## config.mk

```make
export PLATFORM = sky130hd
export DESIGN_NAME = cypher_datapath
export DESIGN_NICKNAME = d
export VERILOG_FILES = /design/src/rtl/cypher_pkg.sv /design/src/rtl/digit_shift_matcher.sv /design/src/rtl/cypher_datapath.sv
export SDC_FILE = /design/constraint.sdc
export NUM_CORES = 1
export LEC_CHECK = 0
export ABC_AREA = 1
export BUFFER_PORTS_ARGS = -buffer_cell sky130_fd_sc_hd__buf_4
export CAP_MARGIN = 15
export CORE_MARGIN = 5
export CORE_UTILIZATION = 57
export DETAILED_ROUTE_END_ITERATION = 8
export PLACE_DENSITY = 0.9
export SLEW_MARGIN = 10
export SYNTH_ARGS = -nofsm -noshare
export SYNTH_HDL_FRONTEND = slang
export SYNTH_HIERARCHICAL = 1
export SYNTH_SLANG_ARGS = --single-unit
```

## constraint.sdc

```tcl
create_clock -name clock -period 4.4 [get_ports clock]
set_input_delay 0.66 -clock clock [delete_from_list [all_inputs] [get_ports clock]]
set_output_delay 0.66 -clock clock [all_outputs]
set_load 0.02 [all_outputs]
```

## src/rtl/cypher_pkg.sv

```systemverilog
// Shared widths and helpers for the cypher-detector datapath.
// Digit count saturates once a full code's worth of digits has been seen.
package cypher_pkg;

  localparam int DIGIT_W  = 4;
  localparam int N_DIGITS = 4;
  localparam int CODE_W   = DIGIT_W * N_DIGITS;
  localparam int SUM_W    = 8;
  localparam int CNT_W    = 3;

  localparam logic [CNT_W-1:0] CNT_FULL = CNT_W'(N_DIGITS);

  function automatic logic [CNT_W-1:0] cnt_sat_inc(input logic [CNT_W-1:0] cnt);
    if (cnt >= CNT_FULL - 1'b1) begin
      return CNT_FULL;
    end
    return cnt + 1'b1;
  endfunction

endpackage

```

## src/rtl/digit_shift_matcher.sv

```systemverilog
// Holds the last N_DIGITS accepted digits and flags when the digit being
// accepted this cycle completes the cypher.
module digit_shift_matcher
  import cypher_pkg::*;
(
  input  logic               clock,
  input  logic               sl_res,
  input  logic               accept,
  input  logic [DIGIT_W-1:0] num,
  input  logic [CODE_W-1:0]  cypher,
  output logic               match_n
);

  logic [CODE_W-1:0] hist;
  logic [CODE_W-1:0] hist_n;
  logic [CNT_W-1:0]  cnt;
  logic              full_n;

  // Newest digit enters at the top so the first-entered digit lines up with cypher[3:0].
  assign hist_n = {num, hist[CODE_W-1:DIGIT_W]};

  // Without this guard a zero cypher would match the cleared history too early.
  assign full_n  = (cnt >= CNT_FULL - 1'b1);
  assign match_n = accept && full_n && (hist_n == cypher);

  always_ff @(posedge clock) begin
    if (sl_res) begin
      hist <= '0;
      cnt  <= '0;
    end else if (accept) begin
      hist <= hist_n;
      cnt  <= cnt_sat_inc(cnt);
    end
  end

endmodule

```

## src/rtl/cypher_datapath.sv

```systemverilog
// Cypher-detector datapath: running digit sum and sticky stop flag,
// with digit history and code matching in digit_shift_matcher.
module cypher_datapath
  import cypher_pkg::*;
(
  input  logic               clock,
  input  logic               sl_res,
  input  logic               sl_op,
  input  logic [CODE_W-1:0]  cypher,
  input  logic [DIGIT_W-1:0] num,
  output logic               stop,
  output logic [SUM_W-1:0]   sum
);

  logic accept;
  logic match_n;

  // Reset priority is applied inside each register block.
  assign accept = sl_op && !stop;

  digit_shift_matcher u_matcher (
    .clock   (clock),
    .sl_res  (sl_res),
    .accept  (accept),
    .num     (num),
    .cypher  (cypher),
    .match_n (match_n)
  );

  always_ff @(posedge clock) begin
    if (sl_res) begin
      sum  <= '0;
      stop <= 1'b0;
    end else if (accept) begin
      sum <= sum + SUM_W'(num);
      if (match_n) begin
        stop <= 1'b1;
      end
    end
  end

endmodule

```

==> run summary <==
Final Max Tran Viols - 0
Core footprint - 2250 µm²
Cts bufs inserted - 3
Routability Congestion - 0.847
CP Data Required Time - 4.66 ns
Post-CTS setup buffer count - 0
WS Path Type - input pin to register
Slew headroom - 70.5%
Number of synthesized flops with an enable pin - 0
Yosys warns - 6
Hold-fix buffers, CTS - 0
Chip Width - 58.9 µm
Yosys reg bits - 24
Area leader, netlist - dfxtp_1
Layout cells sized above 1 - 16.4%
Synth Area in XOR/XNOR - 1.92%
Final number of hold-violating endpoints - 0
Top_reg_cell synth - dfxtp_1
Leak - 0.872 nW
H-tree levels - 1
Fillers - 193
Async S/R FF share, synth - 0%
Avg Inst Size Synth - 6.41 µm²
CP Max Fanout - 30
Seq/Total Area, Yosys - 35.2%
Distinct cells, synth - 23
Detailed placement HPWL - 2.21 mm
FP Rows - 17
Largest net degree at the start of global routing - 31
Final Setup Violations - 0
Boundary Pins - 32
Area grow syn2layout - 21.8%
Mux cell area share after synthesis - 0%
Status - complete, no violations
Period utilization - 40.7%
Worst slew pin tran - 0.441 ns
CTS tree - yes
First-pass GRT wire length - 5.11 mm
Post-Synth Simple-Gate Area - 27.7%
ANT nets after route - 0
Resize count post-CTS - 0
Post-route design area - 1660 µm²
Initial antenna violation count - 0
Synth Area in Compound Gates - 15.6%
PnR Total Power - 0.507 mW
Post-DR wirelength/cell - 10.4 µm
Largest family of logic cells by synthesized area - simple AND/OR/NAND/NOR gates
Count leader, synth - nand2_1
Post-DP Area - 1610 µm²
GRT Util Overall - 18.7%
CTS Sinks - 24
DRT Wirelength - 2.84 mm
Worst vdd ir - 0.212 mV
Min Clock Period, post-route - 1.79 ns
DR iter-0 viols - 64
Initial Utilization - 60.5%
Fmax - 0.559 GHz
Synth cell count leaders - nand2_1 (57), inv_1 (38), nor2_1 (25)
CTS Buffer Depth - 2
Drt first pass iters - 4
Via count - 1346
Power Density - 305 nW/µm²
Die ar. - 3470 µm²
Adder-Cell Fraction of Synth Area - 6.97%
Crit start category - input pin
Vias in the first global route - 1259
Skew-Pair Late Insertion Delay - 0.31 ns
Drc violations - 0
Crit. End Element - register
Netlist Area Pre-Place - 1370 µm²
TNS Setup - 0 ns
Unrepaired setup endpoints after global routing - false
Synth top area share - 35.2%
Clock skew - 0.0134 ns
Drt via density - 4.95
Die Y-Extent - 58.9 µm
Largest cells by area after synthesis - dfxtp_1 (35%), nand2_1 (16%), inv_1 (10%)
Root Driver - clkbuf_4
Gr ovfl total - 0
Syn Inst Count - 213
Hold Crit Class - register to register
Critical Path AT - 2.05 ns
CTS clock-pin slew for the worst setup and hold paths - 0.14 ns
Number of diodes - 0
Synthesized net count - 243
Maxcap violations - 0
# nets final - 275
Buffers added on ports - 31
[final cells by class]
class	count	area [µm²]	share of cell area, %
Multi-Input combinational cell	145	712	42.8
Timing Repair Buffer	31	233	14.0
Tap cell	28	35.0	2.11
Sequential cell	24	480	28.9
Inverter	40	150	9.03
Clock inverter	1	30.0	1.81
Clock buffer	3	22.5	1.35
[flip-flops by register name (all words and copies together), names as in the netlist]
signal / count
u_matcher/cnt: 3
stop: 1
u_matcher/hist: 12
sum: 8
[cells by family after synthesis]
family | Yosys count
flops | 24
buf+inv | 44
fa+ha+maj | 7
compound gates | 41
xor+xnor | 3
simple gates | 94
[cell usage in the layout (no fill, tap or decap), drive strengths merged]
cell type  Yosys  layout
ha             6       6
dfxtp         24      24
o21ai         20      20
nand2         58      58
xnor2          2       2
xor2           1       1
o211ai         1       1
nand4          1       1
o22ai          1       1
nor2          25      25
nand3          8       8
buf            4      31
nor3           1       1
fa             1       1
nand3b         1       1
clkbuf         0       3
a21oi         19      19
inv           40      40
bufinv         0       1
[critical path, cell delays in order]
cell and delay (ns):
buf_4 0.09, nand2_1 0.08, inv_2 0.35, inv_2 0.20, o21ai_1 0.17, nand2_1 0.06
nor2_1 0.09, nand3_1 0.08, nor2_1 0.10, nand2_1 0.06, a21oi_1 0.11
[power breakdown]
group / switching [mW] / internal [mW]
Combinational: 0.0606 / 0.0475
Clock: 0.0638 / 0.0921
Sequential: 0.0111 / 0.232
Total: 0.135 / 0.371
[path summary, 6_finish.rpt]
check,from,to,slack [ns],cells after the start
worst min-delay path,u_matcher/hist[5],u_matcher/hist[5],0.49,2
worst max register to register,stop,stop,2.62,11
worst min register to register,u_matcher/hist[5],u_matcher/hist[5],0.49,2
worst max-delay path,sl_op,stop,2.61,11
[per-stage QoR]
step | cells | utilization, % | hold slack [ns] | setup WS (ns)
final | 272 | 73.8 | 0.490 | 2.61
after global routing | 272 | 73.8 | 0.523 | 2.45
after CTS | 272 | 73.8 | 0.497 | 2.64
after detailed placement | 268 | 71.4 | 0.476 | 2.31
after global placement | 268 | 71.4 | 0.467 | 2.36
after floorplan | 213 | - | 0.447 | 2.65
[layer usage]
metal	GRT usage [%]	routed length [µm]	vias to the layer above
li1	-	-	725
met1	23.7	1290	584
met2	30.6	1340	29
met3	2.63	131	8
met4	9.39	80	0
met5	0	0	-
Power figures use the tool's default switching activity.
